`src/rtl/rmii_phy_pkg.sv`:
```
// Shared types and constants for the RMII PHY endpoint: FSM state enums,
// RMII line codes and the CRC-32 parameters used for optional FCS checking.
package rmii_phy_pkg;

  typedef enum logic [1:0] {D_IDLE, D_PRE, D_DATA} des_state_t;
  typedef enum logic [2:0] {S_IDLE, S_PRE, S_DATA, S_ABORT, S_IFG} ser_state_t;

  localparam logic [1:0]  PREAMBLE_DIBIT = 2'b01;
  localparam logic [1:0]  SFD_LAST_DIBIT = 2'b11;
  localparam logic [31:0] CRC_POLY       = 32'hEDB88320;
  localparam logic [31:0] CRC_RESIDUE    = 32'hDEBB20E3;

  // Reflected CRC-32 advanced by one byte, LSB first.
  function automatic logic [31:0] crc32_byte(input logic [31:0] crc_in,
                                             input logic [7:0]  data);
    logic [31:0] c;
    c = crc_in ^ {24'd0, data};
    for (int i = 0; i < 8; i++) begin
      c = c[0] ? ((c >> 1) ^ CRC_POLY) : (c >> 1);
    end
    return c;
  endfunction

endpackage

```
`src/rtl/rmii_phy_if.sv`:
```
// Byte stream bundle used on both sides of the endpoint. The master side
// carries no tready because the received stream has no backpressure.
interface rmii_phy_if;
  logic [7:0] tdata;
  logic       tvalid;
  logic       tready;
  logic       tlast;
  logic       tuser;

  modport master (output tdata, tvalid, tlast, tuser);
  modport slave  (input tdata, tvalid, tlast, tuser, output tready);
endinterface

```
`src/rtl/rmii_crc32.sv`:
```
// Byte-wide reflected CRC-32 register; used only when RMII_PHY_FCS_CHECK_EN
// is defined.
module rmii_crc32
  import rmii_phy_pkg::*;
(
  input  logic        clock50,
  input  logic        reset,
  input  logic        init,
  input  logic        en,
  input  logic [7:0]  data,
  output logic [31:0] crc
);

  always_ff @(posedge clock50 or posedge reset) begin
    if (reset)     crc <= '1;
    else if (init) crc <= '1;
    else if (en)   crc <= crc32_byte(crc, data);
  end

endmodule

```
`src/rtl/rmii_phy_endpoint.sv`:
```
// PHY-side RMII endpoint: MAC TX dibits -> byte stream, byte stream -> RX dibits.
// Define RMII_PHY_FCS_CHECK_EN to flag received frames whose FCS is wrong.
module rmii_phy_endpoint
  import rmii_phy_pkg::*;
#(
  parameter int PREAMBLE_BYTES = 7,
  parameter int IFG_BYTES      = 12
) (
  input  logic        clock50,
  input  logic        reset,
  input  logic        rmii_tx_en,
  input  logic [1:0]  rmii_txd,
  rmii_phy_if.master  m_axis,
  rmii_phy_if.slave   s_axis,
  output logic        rmii_crs_dv,
  output logic [1:0]  rmii_rxd,
  output logic        rmii_rx_er
);

  localparam int PRE_DIBITS = PREAMBLE_BYTES * 4 + 4;
  localparam int IFG_DIBITS = IFG_BYTES * 4;
  localparam int MAX_CNT    = (PRE_DIBITS > IFG_DIBITS) ? PRE_DIBITS : IFG_DIBITS;
  localparam int CNT_W      = $clog2(MAX_CNT + 1);
  localparam logic [CNT_W-1:0] SFD_IDX  = CNT_W'(PRE_DIBITS - 1);
  localparam logic [CNT_W-1:0] SFD_PREV = CNT_W'(PRE_DIBITS - 2);
  localparam logic [CNT_W-1:0] IFG_IDX  = CNT_W'(IFG_DIBITS - 1);
  localparam logic [CNT_W-1:0] CNT_ONE  = CNT_W'(1);
  localparam logic [CNT_W-1:0] DIBIT2   = CNT_W'(2);
  localparam logic [CNT_W-1:0] DIBIT3   = CNT_W'(3);

  des_state_t d_state;
  logic [1:0] dibit_cnt;
  logic [7:0] byte_p0, byte_p1, byte_done;
  logic       vld_p1;
  logic [7:0] m_tdata_q;
  logic       m_tvalid_q, m_tlast_q, m_tuser_q;
  logic       frame_bad;

  assign byte_done = {rmii_txd, byte_p0[7:2]};

`ifdef RMII_PHY_FCS_CHECK_EN
  logic [31:0] crc_q;
  logic        crc_init, crc_en;
  assign crc_init = (d_state == D_PRE) && rmii_tx_en && (rmii_txd == SFD_LAST_DIBIT);
  assign crc_en   = (d_state == D_DATA) && rmii_tx_en && (dibit_cnt == 2'd3);
  rmii_crc32 u_crc (
    .clock50 (clock50),
    .reset   (reset),
    .init    (crc_init),
    .en      (crc_en),
    .data    (byte_done),
    .crc     (crc_q)
  );
  assign frame_bad = (crc_q != CRC_RESIDUE);
`else
  assign frame_bad = 1'b0;
`endif

  // Deserializer: byte_p0 assembles dibits, byte_p1 holds the byte awaiting emission
  always_ff @(posedge clock50 or posedge reset) begin
    if (reset) begin
      d_state    <= D_IDLE;
      dibit_cnt  <= 2'd0;
      byte_p0    <= 8'd0;
      byte_p1    <= 8'd0;
      vld_p1     <= 1'b0;
      m_tdata_q  <= 8'd0;
      m_tvalid_q <= 1'b0;
      m_tlast_q  <= 1'b0;
      m_tuser_q  <= 1'b0;
    end else begin
      m_tvalid_q <= 1'b0;
      m_tlast_q  <= 1'b0;
      m_tuser_q  <= 1'b0;
      case (d_state)
        D_IDLE: if (rmii_tx_en && rmii_txd == PREAMBLE_DIBIT) d_state <= D_PRE;
        D_PRE: begin
          if (!rmii_tx_en) begin
            d_state <= D_IDLE;
          end else if (rmii_txd == SFD_LAST_DIBIT) begin
            d_state   <= D_DATA;
            dibit_cnt <= 2'd0;
            vld_p1    <= 1'b0;
          end else if (rmii_txd != PREAMBLE_DIBIT) begin
            d_state <= D_IDLE;
          end
        end
        D_DATA: begin
          if (!rmii_tx_en) begin
            d_state <= D_IDLE;
            vld_p1  <= 1'b0;
            if (vld_p1) begin
              m_tdata_q  <= byte_p1;
              m_tvalid_q <= 1'b1;
              m_tlast_q  <= 1'b1;
              m_tuser_q  <= (dibit_cnt != 2'd0) || frame_bad;
            end
          end else begin
            byte_p0   <= byte_done;
            dibit_cnt <= dibit_cnt + 2'd1;
            if (dibit_cnt == 2'd3) begin
              byte_p1 <= byte_done;
              vld_p1  <= 1'b1;
              if (vld_p1) begin
                m_tdata_q  <= byte_p1;
                m_tvalid_q <= 1'b1;
              end
            end
          end
        end
        default: d_state <= D_IDLE;
      endcase
    end
  end

  assign m_axis.tdata  = m_tdata_q;
  assign m_axis.tvalid = m_tvalid_q;
  assign m_axis.tlast  = m_tlast_q;
  assign m_axis.tuser  = m_tuser_q;

  ser_state_t       s_state;
  logic [CNT_W-1:0] s_cnt;
  logic [5:0]       tx_sr;
  logic             last_taken;
  logic             crs_q, er_q, tready_q;
  logic [1:0]       rxd_q;

  // Serializer: outputs are computed one dibit ahead; tready_q marks the byte slot boundary
  always_ff @(posedge clock50 or posedge reset) begin
    if (reset) begin
      s_state    <= S_IDLE;
      s_cnt      <= '0;
      tx_sr      <= 6'd0;
      last_taken <= 1'b0;
      crs_q      <= 1'b0;
      rxd_q      <= 2'b00;
      er_q       <= 1'b0;
      tready_q   <= 1'b0;
    end else if (tready_q) begin
      tready_q <= 1'b0;
      s_cnt    <= '0;
      if (s_axis.tvalid) begin
        s_state    <= S_DATA;
        rxd_q      <= s_axis.tdata[1:0];
        tx_sr      <= s_axis.tdata[7:2];
        er_q       <= s_axis.tuser;
        last_taken <= s_axis.tlast;
      end else begin
        s_state <= S_ABORT;
        rxd_q   <= 2'b00;
        er_q    <= 1'b1;
      end
    end else begin
      case (s_state)
        S_IDLE: if (s_axis.tvalid) begin
          s_state <= S_PRE;
          s_cnt   <= '0;
          crs_q   <= 1'b1;
          rxd_q   <= PREAMBLE_DIBIT;
          er_q    <= 1'b0;
        end
        S_PRE: begin
          s_cnt    <= s_cnt + CNT_ONE;
          rxd_q    <= (s_cnt == SFD_PREV) ? SFD_LAST_DIBIT : PREAMBLE_DIBIT;
          tready_q <= (s_cnt == SFD_PREV);
        end
        S_DATA, S_ABORT: begin
          if (s_cnt == DIBIT3) begin
            s_state <= S_IFG;
            s_cnt   <= '0;
            crs_q   <= 1'b0;
            rxd_q   <= 2'b00;
            er_q    <= 1'b0;
          end else begin
            s_cnt <= s_cnt + CNT_ONE;
            if (s_state == S_DATA) begin
              rxd_q    <= tx_sr[1:0];
              tx_sr    <= {2'b00, tx_sr[5:2]};
              tready_q <= (s_cnt == DIBIT2) && !last_taken;
            end
          end
        end
        S_IFG: begin
          if (s_cnt == IFG_IDX) s_state <= S_IDLE;
          else                  s_cnt   <= s_cnt + CNT_ONE;
        end
        default: s_state <= S_IDLE;
      endcase
    end
  end

  assign rmii_crs_dv   = crs_q;
  assign rmii_rxd      = rxd_q;
  assign rmii_rx_er    = er_q;
  assign s_axis.tready = tready_q;

endmodule

```
`src/flat_wrapper.sv`:
```
// flat-port wrapper written by rule: the top's interface ports become plain ports
module rmii_phy_endpoint_flat import rmii_phy_pkg::*;
#(
  parameter int PREAMBLE_BYTES = 7,
  parameter int IFG_BYTES      = 12
)
  (clock50, reset, rmii_tx_en, rmii_txd, rmii_crs_dv, rmii_rxd, rmii_rx_er, m_axis_tdata, m_axis_tvalid, m_axis_tlast, m_axis_tuser, s_axis_tdata, s_axis_tvalid, s_axis_tlast, s_axis_tuser, s_axis_tready);
  rmii_phy_if m_axis_i ();
  rmii_phy_if s_axis_i ();
  input  logic clock50;
  input  logic reset;
  input  logic rmii_tx_en;
  input  logic [1:0] rmii_txd;
  output logic rmii_crs_dv;
  output logic [1:0] rmii_rxd;
  output logic rmii_rx_er;
  output wire logic [$bits(m_axis_i.tdata)-1:0] m_axis_tdata;
  output wire logic [$bits(m_axis_i.tvalid)-1:0] m_axis_tvalid;
  output wire logic [$bits(m_axis_i.tlast)-1:0] m_axis_tlast;
  output wire logic [$bits(m_axis_i.tuser)-1:0] m_axis_tuser;
  input wire logic [$bits(s_axis_i.tdata)-1:0] s_axis_tdata;
  input wire logic [$bits(s_axis_i.tvalid)-1:0] s_axis_tvalid;
  input wire logic [$bits(s_axis_i.tlast)-1:0] s_axis_tlast;
  input wire logic [$bits(s_axis_i.tuser)-1:0] s_axis_tuser;
  output wire logic [$bits(s_axis_i.tready)-1:0] s_axis_tready;
  assign m_axis_tdata = m_axis_i.tdata;
  assign m_axis_tvalid = m_axis_i.tvalid;
  assign m_axis_tlast = m_axis_i.tlast;
  assign m_axis_tuser = m_axis_i.tuser;
  assign s_axis_i.tdata = s_axis_tdata;
  assign s_axis_i.tvalid = s_axis_tvalid;
  assign s_axis_i.tlast = s_axis_tlast;
  assign s_axis_i.tuser = s_axis_tuser;
  assign s_axis_tready = s_axis_i.tready;
  rmii_phy_endpoint #(.PREAMBLE_BYTES(PREAMBLE_BYTES), .IFG_BYTES(IFG_BYTES)) u_core (.clock50(clock50), .reset(reset), .rmii_tx_en(rmii_tx_en), .rmii_txd(rmii_txd), .m_axis(m_axis_i), .s_axis(s_axis_i), .rmii_crs_dv(rmii_crs_dv), .rmii_rxd(rmii_rxd), .rmii_rx_er(rmii_rx_er));
endmodule
```
`config.mk`:
```
export PLATFORM = sky130hd
export DESIGN_NAME = rmii_phy_endpoint_flat
export DESIGN_NICKNAME = d
export VERILOG_FILES = /design/src/rtl/rmii_phy_pkg.sv /design/src/rtl/rmii_phy_if.sv /design/src/rtl/rmii_crc32.sv /design/src/rtl/rmii_phy_endpoint.sv /design/src/flat_wrapper.sv
export SDC_FILE = /design/constraint.sdc
export NUM_CORES = 1
export LEC_CHECK = 0
export ABC_AREA = 1
export BUFFER_PORTS_ARGS = -buffer_cell sky130_fd_sc_hd__buf_4
export CAP_MARGIN = 10
export CORE_UTILIZATION = 25
export CTS_CLUSTER_SIZE = 24
export DETAILED_ROUTE_END_ITERATION = 8
export SYNTH_ARGS = -nofsm -noshare
export SYNTH_HDL_FRONTEND = slang
export SYNTH_SLANG_ARGS = --single-unit
export TNS_END_PERCENT = 10
```
`constraint.sdc`:
```
create_clock -name clock50 -period 1.4 [get_ports clock50]
set_clock_uncertainty 0.1 [all_clocks]
set_input_delay 0.21 -clock clock50 [delete_from_list [all_inputs] [get_ports clock50]]
set_output_delay 0.21 -clock clock50 [all_outputs]
set_load 0.02 [all_outputs]
```
==> metrics.txt <==
status=finished with violations; failing checks=setup timing; Pwr Density=1236 mW/mm2; layout cells sized above 1=35.07%; required time of the worst setup path=1530 ps; DIE WIDTH=100.9 um; top cell type's share of synthesized area=52.17%; total track usage=11.63%; Synth top cells by count=nand2_1 (103), dfrtp_1 (51), inv_1 (26), o21ai_0 (25), nand3_1 (14); Gate Count Post-Synth=286; Final Slew Violations=0; met3 Track Usage GR=2.497%; unrepaired setup endpoints after global routing=yes; slowest CP cell=dfrtp_1; overall power=4.222 mW; Layout Cells excl Fill=494; WL final=5447 um; cell mode on critical path=nand3_1; Layout area overhead=39.59%; grt total ovfl=0; M1 GR Usage=14.27%; first-pass GRT wire length=9508 um; CTS Root Cell=clkbuf_8; sequential-to-total area share from yosys stat=52.17%; Final setup viols=2; routed len/inst=11.03 um; endpoint class of the critical path=flop; critical path capture point=u_core.s_axis.tready$_DFF_PP0_; Ports=32; pin count of the biggest net entering global routing=52; CTS sink count=51; maximum buffer depth of the clock tree=2; Worst VDD drop=0.4327 mV; CP Cell Sequence=buf_6 > inv_4 > ha_4 > buf_4 > nand3_1 > nor2_1 > nand3_1 > a21oi_1; area of the multi-input gates=0.001131 mm2; met2 Use GR=20.60%; Hold Path Class=in -> reg; Tcrit/Tclk final=101.9%; HPWL after DPL=3860 um; DRT Pass-1 Iters=4; IO Port Bufs=31; Initial Util=26.10%; dpl cells=471; reg-to-reg slack, setup=-30 ps; Final GP Congestion=0.8603; Clock transition at path regs=100 ps; initial antenna violation count=0; Filler cells=982; Reg2Reg Depth=8; TritonCTS clock tree=built; initial drt markers=55; crit path kind=reg -> reg; reg2reg start=u_core.s_cnt[0]$_DFFE_PP0P_; yosys warns=0; Placement Setup Slack=-89.81 ps; vias in the first global route=2,189; cell row count=35; vias per cell=4.241; drc violations=0; Arr. time, crit path=1560 ps; FMAX=700.9 MHz; Rel. slew slack=73.43%; Syn Nets=306; routed vias=2,095; Core Util, Final=36.44%; Lkg Pwr=1.728 nW; slew at the pin with the worst max-slew slack=395.2 ps; startpoint class of the critical path=flop; ANT nets after route=0; Mapped Area=0.002446 mm2; asr flop ratio synth=100.0%; Largest stage delay, worst path=430 ps; CP max FO=2; Chip Height=100.9 um; gr busiest metal=met2; Num CTS Buffers=5; final worst slack=-26.67 ps; Storage cell area=0.001277 mm2; fin nets=384; clk_lat worst skew=310 ps; full die area=0.01018 mm2; clock period minus worst slack=1427 ps; number of synthesized flops with an enable pin=0; Core ar.=0.009371 mm2; top cells by area, synth=dfrtp_1 (52%), nand2_1 (16%), o21ai_0 (5.1%), inv_1 (4.0%), nand3_1 (2.9%); Cell variety after synth=32; Syn Area/Cell=8.553 um2; ant diodes=0; R2R Path End=u_core.s_axis.tready$_DFF_PP0_; count leader, synth=nand2_1; count of final hold-check violations=0; max_cap viols=0; Worst setup startpoint=u_core.s_cnt[0]$_DFFE_PP0P_; Synth area leader=dfrtp_1; CTS H-tree lvls=2; Seq cells post-synth=51; Synth Flop Type=dfrtp_1
## final cells by class
type	count	share of cell area [%]
tap	129	4.727
multi-input combinational	198	33.13
clock inverter	3	0.7695
sequential	51	37.41
clock buffer	5	2.015
timing repair buffer	74	17.88
inverter	34	4.067
## stage by stage
stage | hold slack (ps) | TNS (ps) | instance area (um2)
after global placement | 206.7 | -158.2 | 3069
after CTS | 6.650 | -99.67 | 3279
final | 17.74 | -52.19 | 3415
after global routing | 12.76 | -1196 | 3415
after floorplan | 158.7 | -135.7 | 2450
after detailed placement | 208.5 | -625.2 | 3069
## what timing repair did
action	4_1_cts	5_1_grt
buffers inserted	2	9
setup endpoints to repair	18	38
endpoints found under the hold margin	53	0
hold buffers	3	0
pin swaps	7	12
gates cloned	1	0
gates resized for setup	16	20
## placed cells by master (no fill, tap or decap), types with 2 or more instances in the layout
cell type	n
inv_1	22
nand3b_1	2
buf_12	2
buf_6	6
nand2_2	6
inv_6	2
nor2_2	2
nand3_1	10
o21ai_1	5
o21ai_0	23
nand2_1	98
xor2_1	3
a21oi_1	3
inv_4	3
dlygate4sd3_1	3
o21ai_4	2
nor3_1	2
nor2_4	6
nand2_4	5
nand3_2	5
buf_4	63
ha_4	2
clkbuf_8	5
mux2_2	2
inv_2	8
nor2_1	9
nand3_4	2
dfrtp_1	50
## critical path: cells and delay by family, from the launching register on
family / cells / cell delay, ps
AO/OA/AOI/OAI: 1 / 130
adder cells (fa/ha/maj): 1 / 130
buffers and inverters: 3 / 290
flip-flops: 1 / 430
AND/OR/NAND/NOR: 3 / 270
## power by group
part | switching, mW | leakage (nW) | total (mW) | internal, mW
combinational | 0.878 | 1.01 | 1.59 | 0.713
clock | 0.538 | 0.0491 | 0.907 | 0.369
sequential | 0.102 | 0.672 | 1.72 | 1.62
## state kept, by name, summed over array words and instances (netlist names), 2 cells and up
register	flops
u_core.s_cnt	6
u_core.rmii_rxd	2
u_core.s_state	3
u_core.d_state	2
u_core.tx_sr	6
u_core.m_axis.tdata	8
u_core.byte_p1	8
u_core.byte_p0	6
u_core.dibit_cnt	2
## routing by layer
layer  vias to the layer above  wire, um
met1                      1015      2517
met5                         -         0
li1                       1058         -
met3                         4       115
met4                         0        36
met2                        18      2778
## logic make-up (layout without fill, tap and decap cells)
kind of cell	Yosys count	after routing	synth area share (%)
and+or+nand+nor	149	149	28.03
buffers and inverters	38	116	5.934
muxes	2	2	0.9207
adders and majority gates	4	4	2.046
AOI/OAI and AO/OA	38	39	9.463
DFF	51	51	52.17
xor gates and xnor gates	4	4	1.432
## how the worst min path moves through the flow
stage               cells past startpoint  slack [ps]        from                             to
floorplan                               1         160       reset  u_core.byte_p0[2]$_DFFE_PP0P_
global placement                        3         210       reset    u_core.tx_sr[4]$_DFFE_PP0P_
detailed placement                      3         210       reset    u_core.tx_sr[4]$_DFFE_PP0P_
CTS                                     2           7  rmii_tx_en  u_core.m_axis.tlast$_DFF_PP0_
global route                            2          10  rmii_tx_en  u_core.m_axis.tlast$_DFF_PP0_
finish                                  2          20  rmii_tx_en  u_core.m_axis.tlast$_DFF_PP0_
Power figures use the tool's default switching activity.
